### src/rtl/seq_det_pkg.sv
`default_nettype none
// seq_det_pkg: ASCII symbol constants, wildcard symbol and detector state encoding. Rev 1.0
package seq_det_pkg;

  localparam logic [7:0] CH_A = 8'h41, CH_B = 8'h42, CH_C = 8'h43, CH_D = 8'h44,
                         CH_E = 8'h45, CH_F = 8'h46, CH_G = 8'h47, CH_H = 8'h48,
                         CH_I = 8'h49, CH_J = 8'h4A, CH_K = 8'h4B, CH_L = 8'h4C,
                         CH_M = 8'h4D, CH_N = 8'h4E, CH_O = 8'h4F, CH_P = 8'h50,
                         CH_Q = 8'h51, CH_R = 8'h52, CH_S = 8'h53, CH_T = 8'h54,
                         CH_U = 8'h55, CH_V = 8'h56, CH_W = 8'h57, CH_X = 8'h58,
                         CH_Y = 8'h59, CH_Z = 8'h5A;

  localparam logic [7:0] WILDCARD = 8'hFF;

  typedef enum logic [0:0] {
    IDLE  = 1'b0,
    ARMED = 1'b1
  } seq_state_t;

endpackage
`default_nettype wire

### src/rtl/seq_det_hist.sv
`default_nettype none
// seq_det_hist: symbol shift history (newest at slot 0) with flush and fill counter saturating at len. Rev 1.0
module seq_det_hist #(
  parameter int SYM_W   = 8,
  parameter int MAX_LEN = 8,
  parameter int LEN_W   = $clog2(MAX_LEN + 1)
) (
  input  logic                            clk,
  input  logic                            rst,
  input  logic                            flush,
  input  logic                            shift,
  input  logic                            fill_clr,
  input  logic [SYM_W-1:0]                din,
  input  logic [LEN_W-1:0]                len,
  output logic [MAX_LEN-1:0][SYM_W-1:0]   hist_n,
  output logic [LEN_W-1:0]                fill_n
);

  logic [MAX_LEN-1:0][SYM_W-1:0] hist;
  logic [LEN_W-1:0]              fill;

  // Next-state view is exported so the match can be judged on the symbol being accepted.
  always_comb begin
    hist_n = hist;
    fill_n = fill;
    if (shift) begin
      hist_n[0] = din;
      for (int k = 1; k < MAX_LEN; k++) hist_n[k] = hist[k-1];
      fill_n = (fill >= len) ? len : fill + 1'b1;
    end
  end

  always_ff @(posedge clk or posedge rst) begin
    if (rst) begin
      hist <= '0;
      fill <= '0;
    end else if (flush) begin
      hist <= '0;
      fill <= '0;
    end else if (shift) begin
      hist <= hist_n;
      fill <= fill_clr ? '0 : fill_n;
    end
  end

endmodule
`default_nettype wire

### src/rtl/seq_det_prog.sv
`default_nettype none
// seq_det_prog: runtime-programmable sequence detector with match pulse and saturating counter. Rev 1.0
// Define SEQ_DET_WILDCARD_EN to make an all-ones pattern slot match any symbol.
module seq_det_prog import seq_det_pkg::*; #(
  parameter int SYM_W   = 8,
  parameter int MAX_LEN = 8,
  parameter int CNT_W   = 16,
  localparam int IDX_W  = (MAX_LEN > 1) ? $clog2(MAX_LEN) : 1,
  localparam int LEN_W  = $clog2(MAX_LEN + 1)
) (
  input  logic             clk,
  input  logic             rst,
  input  logic             din_valid,
  input  logic [SYM_W-1:0] din,
  input  logic             cfg_wr,
  input  logic [IDX_W-1:0] cfg_idx,
  input  logic [SYM_W-1:0] cfg_sym,
  input  logic             cfg_commit,
  input  logic [LEN_W-1:0] cfg_len,
  input  logic             cfg_ovl,
  input  logic             cnt_clr,
  output logic             armed,
  output logic             eureka,
  output logic             cfg_err,
  output logic [CNT_W-1:0] match_cnt
);

  localparam logic [LEN_W-1:0] MAX_LEN_L = LEN_W'(MAX_LEN);
`ifdef SEQ_DET_WILDCARD_EN
  localparam logic [SYM_W-1:0] WILD = '1;
`endif

  seq_state_t                    state, state_n;
  logic [MAX_LEN-1:0][SYM_W-1:0] pat;
  logic [MAX_LEN-1:0][SYM_W-1:0] hist_n;
  logic [LEN_W-1:0]              fill_n, len_q;
  logic                          ovl_q, flush, shift, err_n, len_ok, hit;
  logic [IDX_W-1:0]              ri;

  function automatic logic sym_eq(input logic [SYM_W-1:0] p, input logic [SYM_W-1:0] h);
`ifdef SEQ_DET_WILDCARD_EN
    return (p == WILD) || (p == h);
`else
    return p == h;
`endif
  endfunction

  assign len_ok = (cfg_len != '0) && (cfg_len <= MAX_LEN_L);
  assign armed  = (state == ARMED);

  // Config traffic takes priority over the stream; a stray symbol in that cycle is dropped.
  always_comb begin
    state_n = state;
    flush   = 1'b0;
    shift   = 1'b0;
    err_n   = 1'b0;
    if (cfg_commit) begin
      flush = 1'b1;
      if (len_ok) begin
        state_n = ARMED;
      end else begin
        state_n = IDLE;
        err_n   = 1'b1;
      end
    end else if (cfg_wr) begin
      flush   = 1'b1;
      state_n = IDLE;
    end else if (state == ARMED && din_valid) begin
      shift = 1'b1;
    end
  end

  // Oldest stored symbol pairs with slot 0 of the pattern.
  always_comb begin
    hit = shift && (fill_n == len_q);
    ri  = '0;
    for (int k = 0; k < MAX_LEN; k++) begin
      if (k < int'(len_q)) begin
        ri = IDX_W'(int'(len_q) - 1 - k);
        if (!sym_eq(pat[ri], hist_n[k])) hit = 1'b0;
      end
    end
  end

  seq_det_hist #(
    .SYM_W   (SYM_W),
    .MAX_LEN (MAX_LEN),
    .LEN_W   (LEN_W)
  ) u_hist (
    .clk      (clk),
    .rst      (rst),
    .flush    (flush),
    .shift    (shift),
    .fill_clr (hit && !ovl_q),
    .din      (din),
    .len      (len_q),
    .hist_n   (hist_n),
    .fill_n   (fill_n)
  );

  always_ff @(posedge clk or posedge rst) begin
    if (rst) begin
      state     <= IDLE;
      pat       <= '0;
      len_q     <= '0;
      ovl_q     <= 1'b0;
      eureka    <= 1'b0;
      cfg_err   <= 1'b0;
      match_cnt <= '0;
    end else begin
      state   <= state_n;
      eureka  <= hit;
      cfg_err <= err_n;
      if (cfg_wr && (int'(cfg_idx) < MAX_LEN)) pat[cfg_idx] <= cfg_sym;
      if (cfg_commit && len_ok) begin
        len_q <= cfg_len;
        ovl_q <= cfg_ovl;
      end
      if (cnt_clr)                       match_cnt <= '0;
      else if (hit && match_cnt != '1)   match_cnt <= match_cnt + 1'b1;
    end
  end

endmodule
`default_nettype wire

### config.mk
export PLATFORM = sky130hd
export DESIGN_NAME = seq_det_prog
export DESIGN_NICKNAME = d
export VERILOG_FILES = /design/src/rtl/seq_det_pkg.sv /design/src/rtl/seq_det_hist.sv /design/src/rtl/seq_det_prog.sv
export SDC_FILE = /design/constraint.sdc
export NUM_CORES = 1
export LEC_CHECK = 0
export CORE_ASPECT_RATIO = 0.9
export CORE_MARGIN = 1
export CORE_UTILIZATION = 50
export DETAILED_ROUTE_END_ITERATION = 8
export PLACE_DENSITY = 0.68
export REMOVE_ABC_BUFFERS = 1
export SLEW_MARGIN = 10
export SYNTH_ARGS = -nofsm -noshare
export SYNTH_HDL_FRONTEND = slang
export SYNTH_SLANG_ARGS = --single-unit
### constraint.sdc
create_clock -name clk -period 6.8 [get_ports clk]
set_clock_uncertainty 0.15 [all_clocks]
set_input_delay 1.02 -clock clk [delete_from_list [all_inputs] [get_ports clk]]
set_output_delay 1.02 -clock clk [all_outputs]
set_load 0.01 [all_outputs]
## Word level (Yosys, flattened, before mapping)

Cells that the tools add are included.

| word-level totals | value |
|---|---|
| flip-flop bits (word level) | 156 |
| bits in latches | 0 |
| memory bits (writable) | 0 |
| memory bits (read-only) | 0 |
| input bits | 30 |
| output and inout port bits | 19 |
| word-level logic and storage cells | 130 |
| memories kept | 0 |

| operators by class | value |
|---|---|
| $add $sub $neg | 10 |
| multipliers | 0 |
| divide/modulo/power cells | 0 |
| order comparisons | 20 |
| eq/ne operators | 10 |
| shift-type cells | 0 |
| mux-type cells | 55 |
| bitwise logic cells | 0 |
| reductions and logical operators | 12 |

Operator list:

| kind | number |
|---|---|
| 8-bit binary-select mux with 3-bit select | 8 |
| 64-bit 2-to-1 mux | 3 |
| 8-bit 2-to-1 mux | 9 |
| 64-bit bitwise mux | 1 |
| 8-bit == test | 8 |
| 3-bit by 4-bit < comparator with 1-bit output (second input constant) | 9 |
| 16-bit 2-to-1 mux | 2 |
| 1-bit 2-to-1 mux | 26 |
| 8-bit demux with 3-bit select | 1 |
| 4-bit 2-to-1 mux | 5 |
| 16-bit by 1-bit adder with 16-bit output (second input constant) | 1 |
| 3-bit by 4-bit < comparator with 1-bit output (first input constant) | 4 |
| 16-bit != test (second input constant) | 1 |
| 3-bit subtractor (second input constant) | 4 |
| 1-bit by 4-bit < comparator with 1-bit output (first input constant) | 2 |
| 2-bit by 4-bit < comparator with 1-bit output (first input constant) | 2 |
| 1-bit logical AND | 7 |
| 2-bit nonzero test | 3 |
| 3-bit by 1-bit subtractor with 3-bit output (second input constant) | 2 |
| 3-bit by 2-bit subtractor with 3-bit output (second input constant) | 2 |
| 4-bit by 1-bit adder with 4-bit output (second input constant) | 1 |
| 4-bit == test | 1 |
| 4-bit >= comparator | 1 |
| 4-bit less-or-equal comparator (second input constant) | 1 |
| other kinds (3) | 3 |

## Longest topological paths before layout

Gate-level depths: netlist of run 1.

| depth | value |
|---|---|
| word-level depth | 27 |
| depth in mapped cells | 18 |
| mapped depth without buffers | 11 |

## Hierarchy

A second synthesis of run 1 with hierarchy kept.

| unflattened totals | value |
|---|---|
| cells, all modules | 837 |
| area total of the unflattened synthesis | 10371.2 um2 |

By module, submodules not included:

| module | times used | cells an instance | area an instance (um2) | sequential area each (um2) |
|---|---|---|---|---|
| seq_det_prog | 1 | 573 | 7144.4 | 2202.1 |
| seq_det_hist | 1 | 264 | 3226.8 | 1701.6 |

## Least setup slack after synthesis of run 1

No wires, ideal clock.

| timing path | value |
|---|---|
| path type | flip-flop to flip-flop |
| from | register len_q[0] |
| to | register match_cnt[15] |
| setup time | 0.125 ns |
| arrival | 4.317 ns |
| data required time | 6.525 ns |
| setup slack | 2.209 ns |
| cell stages (with the launch flop) | 17 |
| clock period less this slack | 4.591 ns |
| path through | dfrtp_1 > clkinv_1 > buf_2 > clkbuf_1 > ha_1 > buf_2 > xor2_2 > xnor2_2 > buf_2 > mux4_2 > xnor2_1 > nor4_1 > a22o_1 > nand4_1 > clkbuf_1 > nor4_1 > mux2_2 |

| on the way | value |
|---|---|
| longest elaborated chain between the ends | 23 |
| elaborated cells between the ends (all ways) | 63 |
| classes of those cells | add/sub: 8; order compare: 9; eq/ne: 9; mux: 34; reduce/logical: 3 |

Ends and longest elaborated chain:

| element | RTL line | text |
|---|---|---|
| start, declared | seq_det_prog.sv:36 | `logic [LEN_W-1:0] fill_n, len_q;` |
| start signal, assigned | seq_det_prog.sv:116 | `len_q <= cfg_len;` |
| branches (longest 20 deep; another with 3-bit by 1-bit subtractor with 3-bit output) | - |  |
| 1-bit 2-to-1 mux * | seq_det_prog.sv:78 | `if (k < int'(len_q)) begin` |
| 1-bit logical AND * | seq_det_prog.sv:120 | `else if (hit && match_cnt != '1) match_cnt <= match_cnt + 1'b1;` |
| 2-bit nonzero test (no line) * | - |  |
| end signal, assigned | seq_det_prog.sv:120 |  |
| end, declared | seq_det_prog.sv:25 | `output logic [CNT_W-1:0] match_cnt` |

Mark *: on every way between the ends. The select of a mux whose other input is x is not followed.
A chain may end at the register's enable or synchronous reset.

## Final worst setup path of run 1

| timing path | value |
|---|---|
| from | input port cfg_wr |
| to | register match_cnt[15] |

| on the way | value |
|---|---|
| longest elaborated chain between the ends | 23 |
| elaborated cells between the ends (all ways) | 32 |
| classes of those cells | eq/ne: 9; mux: 20; reduce/logical: 3 |

Ends and longest elaborated chain:

| element | RTL line | text |
|---|---|---|
| start, declared | seq_det_prog.sv:15 | `input logic cfg_wr,` |
| 1-bit 2-to-1 mux * | seq_det_prog.sv:65 | `end else if (cfg_wr) begin` |
| 1-bit 2-to-1 mux * | seq_det_prog.sv:57 | `if (cfg_commit) begin` |
| 4-bit 2-to-1 mux | seq_det_hist.sv:26 | `if (shift) begin` |
| 4-bit == test | seq_det_prog.sv:75 | `hit = shift && (fill_n == len_q);` |
| 1-bit logical AND | seq_det_prog.sv:75 |  |
| 1-bit 2-to-1 mux | seq_det_prog.sv:80 | `if (!sym_eq(pat[ri], hist_n[k])) hit = 1'b0;` |
| 1-bit 2-to-1 mux | seq_det_prog.sv:78 |  |
| 1-bit 2-to-1 mux | seq_det_prog.sv:80 |  |
| (+7 left out) | - |  |
| 1-bit 2-to-1 mux | seq_det_prog.sv:80 |  |
| 1-bit 2-to-1 mux | seq_det_prog.sv:78 |  |
| 1-bit 2-to-1 mux | seq_det_prog.sv:80 |  |
| 1-bit 2-to-1 mux | seq_det_prog.sv:78 |  |
| 1-bit 2-to-1 mux | seq_det_prog.sv:80 |  |
| 1-bit 2-to-1 mux * | seq_det_prog.sv:78 |  |
| 1-bit logical AND * | seq_det_prog.sv:120 |  |
| 2-bit nonzero test (no line) * | - |  |

Mark *: on every way between the ends. The rest lies on a longest branch, timed or not.

==> summary.md, run 1 <==
| Metric | Value |
|---|---|
| Status | finished clean |
| Nets | 887 |
| Post CTS Setup Buffer Count | 0 |
| Crit path cell chain | clkdlybuf4s50_1 -> nand4bb_4 -> buf_4 -> mux2i_1 -> xnor2_1 -> nand4_1 -> o41ai_1 -> nand4_1 -> nor4_1 -> mux2_2 |
| Area Growth Syn to Fin | 13.2% |
| Delay-heaviest family, CP | simple AND/OR/NAND/NOR gates |
| Seq cells post-synth | 156 |
| Total GRT Usage | 0.247 |
| Netlist cell types | 49 |
| Core ar. | 19,300 um2 |
| Mapped cell area | 9920 um2 |
| Min-delay worst type | reg -> reg |
| ANT nets after route | 0 |
| I/O Buffers | 48 |
| Tmin final | 5640 ps |
| Slowest CP cell | nand4_1 |
| Warnings, synthesis | 0 |
| WL/cell | 20.9 um |
| Die Span Y | 136 um |
| TritonCTS Buffers | 17 |
| Largest cells by area after synthesis | dfrtp_1 39%, mux2i_1 14%, mux4_2 12% |
| Dpl ws | 851 ps |
| Leak pwr | 0.00499 uW |
| Antenna diodes | 0 |
| Total of max-cap violations | 0 |
| Antenna violations before repair | 0 |
| Main flop type after synthesis | dfrtp_1 |
| Residual DRC | 0 |
| First-pass GRT wire length | 37,500 um |
| Cell count after synthesis | 821 |
| Worst VDD drop | 0.000231 V |
| Via count | 6,768 |
| Site Rows | 48 |
| Clk Latency, worst-skew pair | 430 ps |
| Slew Viols, Final | 0 |
| Post-CTS Resized | 0 |
| Worst Max-Slew Pin Slew | 1010 ps |
| Largest net degree at the start of global routing | 94 |
| Pre-antenna DRT Iters | 5 |
| Final worst slack | 1160 ps |
| Final wirelength | 23,200 um |
| Max Root-Sink Buffers | 2 |
| Asr flop ratio synth | 1.00 |
| Critical Path Max Stage Delay | 760 ps |
| GP Congestion | 0.875 |
| Post-synth EDFFs | 0 |
| DIE AREA | 20,400 um2 |
| Final period util | 0.829 |
| Die width | 150 um |
| CTS clock-pin slew for the worst setup and hold paths | 60 ps |
| Hold WS | 378 ps |
| Final setup vio count | 0 |
| Initial Util | 0.515 |
| Power Dens Cells | 337 nW/um2 |
| Syn Area/Cell | 12.1 um2 |
| Max Fanout on Critical Path | 51 |
| Slew headroom | 0.319 |
| WS Path Type | in -> reg |
| Post-synth top area share | 0.393 |
| CTS Hold Bufs | 0 |
| CP most frequent cell | nand4_1 |
| Vias in the first global route | 6,689 |
| H-tree depth | 4 |
| CTS root buf | clkbuf_16 |
| Seq/Total Area, Yosys | 0.393 |
| Placed Instances | 1,079 |
| RSZ-0062 raised after global routing | false |
| Post-synth top area cell | dfrtp_1 |
| GR Overflow Total | 0 |
| CP arrival | 5810 ps |
| HPWL after DPL | 17,000 um |
| Upper clock frequency limit | 0.177 GHz |
| Layout cell share with drive strength beyond 1 | 0.250 |
| Hold Fails Final Rpt | 0 |
| Worst Path Buf+Inv | 2 |
| Vias per cell | 6.09 |
| Fin util | 0.583 |
| CTS Sinks | 156 |
| CP Data Required Time | 6970 ps |
| Num ports | 49 |
| Critical path endpoint category | register |
| Setup crit start kind | input port |
| TritonCTS clock tree | yes |
| DR iter-0 viols | 683 |
| Final non-filler cell total | 1,111 |
## worst paths after layout
kind                            slack (ps)     start               to  depth (start not counted)
worst max-delay path                  1160    cfg_wr    match_cnt[15]                         10
worst min-delay path                   380   pat[36]          pat[36]                          1
worst max register to register        1180  len_q[1]    match_cnt[15]                         12
worst min register to register         380   pat[36]          pat[36]                          1
max in group asynchronous             4120       rst  u_hist.hist[63]                          3
min in group asynchronous              960       rst    match_cnt[13]                          2
## cells by family (layout without fill, tap and decap cells)
kind of cell / after synthesis / after routing / share of synthesized area
simple gates: 184 / 184 / 0.0915
flops: 156 / 156 / 0.393
mux: 295 / 295 / 0.379
fa+ha+maj: 9 / 9 / 0.0113
compound gates: 41 / 41 / 0.0274
buf+inv: 61 / 101 / 0.0279
xor+xnor: 75 / 75 / 0.0692
## flip-flops by register name (all words and copies together) (netlist names)
signal       count
pat             64
u_hist.hist     64
match_cnt       16
len_q            4
u_hist.fill      4
armed            1
cfg_err          1
eureka           1
ovl_q            1
## where the power goes
part           internal, uW  switching (uW)
Sequential             1020            97.6
Clock                   628             386
Combinational           830             831
## through the flow
stage               instance area [um2]  TNS [ps]  power [uW]
finish                            11200         0        3790
detailed placement                10600         0        2780
global placement                  10600         0        2740
floorplan                          9690    -40910        2380
CTS                               11200         0        3800
global route                      11200         0        3960
## synthesized netlist by cell type (4+ instances only)
cell type / n
a211oi_1: 4
a21oi_1: 11
buf_1: 6
buf_2: 17
clkbuf_1: 22
dfrtp_1: 156
ha_1: 9
inv_1: 9
mux2_2: 104
mux2i_1: 134
mux4_2: 54
nand2_1: 18
nand3_1: 7
nand4_1: 15
nor2_1: 85
nor2b_1: 12
nor3_1: 11
nor4_1: 10
nor4b_1: 4
o21ai_0: 5
o22ai_1: 5
o31ai_1: 4
xnor2_1: 43
xor2_1: 29
## routing by layer
metal  track usage  vias to the layer above  wire length (um)
met2         0.380                      185             11200
met4        0.0769                        0               365
met5             0                        -                 0
met3        0.0448                       25               919
li1              -                     3083                 -
met1         0.354                     3475             10800
## placed cells by master, fill, tap and decap left out, types with 4 or more instances in the layout
master,count
nor3_1,10
xnor2_1,43
o21ai_0,5
clkdlybuf4s50_1,48
clkbuf_8,5
mux2i_1,134
nand3_1,7
nand2_1,18
ha_1,8
a211oi_1,4
nor4_1,10
dfrtp_1,155
nor4b_1,4
mux2_2,104
o31ai_1,4
nand4_1,15
inv_1,8
a21oi_1,11
o22ai_1,5
xor2_1,29
buf_4,10
nor2b_1,12
mux4_2,54
clkbuf_16,17
nor2_1,85
## area by class of cell
type,instances,area (um2)
Timing Repair Buffer,58,556
Fill cell,1555,8040
Multi-Input combinational cell,604,5790
Clock buffer,24,502
Clock inverter,8,129
Tap cell,250,313
Inverter,11,46.3
Sequential cell,156,3910
No activity file was read; power rests on OpenSTA's default activity.
==> inputs of run 2 (changes only) <==
PLACE_DENSITY = 0.71   (was 0.68)
clock period = 4.7 ns   (was 6.8 ns; I/O delays follow)
==> run 2 against run 1 <==
Die area is the same. Critical path depth grew 2. Routed wire length grew 2.7%. Worst setup slack lost 800 ps. Critical endpoint is now match_cnt[4]. Worst hold slack lost 14 ps. Count of clock-buffer cells in the layout is the same. Sequential share of layout area shrank 0.37 points. Clock power grew 38%. Power grew 44%. Critical path type is now reg -> reg.
==> summary.md, run 2 (synthesis results as in run 1) <==
| Metric | Value |
|---|---|
| Most frequent cells in the layout | 155 x dfrtp_1, 134 x mux2i_1, 104 x mux2_2 |
| Min-Delay Endpoint | ovl_q |
| Area Growth Syn to Fin | 14.5% |
| ANT nets after route | 0 (unchanged) |
| GR Overflow Total | 0 (unchanged) |
| Nets | 903 (+1.8%) |
| Leak pwr | 0.00505 uW (+1.1%) |
| CP arrival | 4500 ps (-1310 ps) |
| Slew Viols, Final | 0 (unchanged) |
| GP Congestion | 0.880 (+0.56%) |
| Layout cell share with drive strength beyond 1 | 0.261 (+0.0114) |
| Total of max-cap violations | 0 (unchanged) |
| Hold_sp | ovl_q |
| CTS clock-pin slew for the worst setup and hold paths | 60 ps (about the same) |
| Slew headroom | 0.263 (-0.0567) |
| Worst VDD drop | 0.000267 V (+15%) |
| CTS root buf | clkbuf_16 |
| TritonCTS clock tree | yes |
| Site Rows | 48 (unchanged) |
| Final period util | 0.922 |
| Min-delay worst type | reg -> reg |
| WHS Path Cells | 1 (unchanged) |
| Final setup vio count | 0 (unchanged) |
| Pre-antenna DRT Iters | 5 (unchanged) |
| Final non-filler cell total | 1,127 (+1.4%) |
| Antenna diodes | 0 (unchanged) |
| Dpl ws | 176 ps (-675 ps) |
| Vias in the first global route | 6,543 (-2.2%) |
| Hold WS | 364 ps (-14.3 ps) |
| FF-to-FF setup slack | 370 ps (-810 ps) |
| CP Data Required Time | 4870 ps (-2100 ps) |
| Final wirelength | 23,800 um (+2.7%) |
| Antenna violations before repair | 0 (unchanged) |
| Initial Util | 0.515 (unchanged) |
| Critical Path Max Stage Delay | 540 ps (-220 ps) |
| Reg-to-reg endpoint | match_cnt[4] |
| Vias per cell | 6.05 (-0.74%) |
| Final worst slack | 366 ps (-795 ps) |
| DIE AREA | 20,400 um2 (unchanged) |
| Worst Max-Slew Pin Slew | 1100 ps (+84.4 ps) |
| Max Fanout on Critical Path | 25 (-51%) |
| H-tree depth | 4 (unchanged) |
| First-pass GRT wire length | 37,500 um (about the same) |
| Reg-to-reg startpoint | len_q[1] |
| DR iter-0 viols | 492 (-28%) |
| Upper clock frequency limit | 0.231 GHz |
| Reg2reg path depth | 12 (unchanged) |
| Slowest CP cell | mux4_2 |
| Die width | 150 um (unchanged) |
| CTS Hold Bufs | 0 (unchanged) |
| # fillers | 1,535 (-1.3%) |
| Post-CTS Resized | 0 (unchanged) |
| Total GRT Usage | 0.251 (+0.00402) |
| Core ar. | 19,300 um2 (unchanged) |
| Die Span Y | 136 um (unchanged) |
| Num ports | 49 (unchanged) |
| CTS Sinks | 156 (unchanged) |
| CP most frequent cell | nand4_1 |
| Critical path endpoint category | register |
| Setup crit start kind | register |
| Hold Fails Final Rpt | 0 (unchanged) |
| Post CTS Setup Buffer Count | 0 (unchanged) |
| Clk Latency, worst-skew pair | 430 ps (about the same) |
| Placed Instances | 1,095 (+1.5%) |
| Power Dens Cells | 482 nW/um2 (+43%) |
| HPWL after DPL | 17,000 um (+0.10%) |
| I/O Buffers | 48 (unchanged) |
| WL/cell | 21.1 um (+1.2%) |
| Residual DRC | 0 (unchanged) |
| Via count | 6,815 (+0.69%) |
| WS Path Type | reg -> reg |
| Crit path cell chain | inv_1 -> ha_4 -> buf_12 -> mux2i_1 -> mux4_2 -> xnor2_1 -> nand4_1 -> o41ai_1 -> nand4_1 -> buf_4 -> nor4b_1 -> mux2_2 |
| Most common cell after layout, fill and taps aside | dfrtp_1 |
| TritonCTS Buffers | 17 (unchanged) |
| RSZ-0062 raised after global routing | false |
| Status | finished clean |
| Top Registers | pat (64), u_hist.hist (64), match_cnt (16) |
| Largest net degree at the start of global routing | 92 (-2.1%) |
| Tmin final | 4330 ps |
| Max Root-Sink Buffers | 2 (unchanged) |
[run 2: where the power goes]
group | internal [uW] | switching [uW]
clock network | 828 | 560
registers | 1470 | 137
logic | 1240 | 1240
[run 2: worst max path at each step]
| stage | slack, ps | endpoint | startpoint |
|---|---|---|---|
| 2_1_floorplan | -4140 | match_cnt[2] | len_q[0] |
| 3_3_place_gp | 280 | match_cnt[4] | cfg_commit |
| 3_5_place_dp | 180 | match_cnt[4] | cfg_commit |
| 4_1_cts | 390 | match_cnt[4] | len_q[1] |
| 5_1_grt | 120 | match_cnt[4] | len_q[1] |
| 6_report | 370 | match_cnt[4] | len_q[1] |
[run 2: routing by layer]
metal,share of wire,up-vias,global-route usage
met5,0,-,0
met4,0.014,0,0.0718
li1,-,3121,-
met2,0.43,221,0.344
met1,0.48,3450,0.385
met3,0.072,23,0.0660
[run 2: cell type report]
cell class | count | area, um2 | share of cell area
clock buffers | 24 | 482 | 0.0424
inverters | 11 | 46.3 | 0.00408
flip-flops and latches | 156 | 3910 | 0.344
clock inverters | 8 | 109 | 0.00959
well taps | 250 | 313 | 0.0275
repair buffers | 74 | 713 | 0.0628
multi-input cells | 604 | 5790 | 0.510
[run 2: critical path: cells and delay by family, from the launching register on]
| kind | cells | cell delay, ps |
|---|---|---|
| xor+xnor | 1 | 190 |
| compound gates | 1 | 510 |
| fa+ha+maj | 1 | 510 |
| flops | 1 | 510 |
| buf+inv | 3 | 610 |
| mux | 3 | 1070 |
| simple gates | 3 | 630 |
[run 2: stage by stage]
stage | setup TNS, ps | power, uW | util | cell area [um2]
floorplan | -154460 | 3440 | - | 9690
global placement | 0 | 4030 | 0.558 | 10800
detailed placement | 0 | 4060 | 0.558 | 10800
CTS | 0 | 5460 | 0.589 | 11400
global route | 0 | 5720 | 0.589 | 11400
finish | 0 | 5470 | 0.589 | 11400
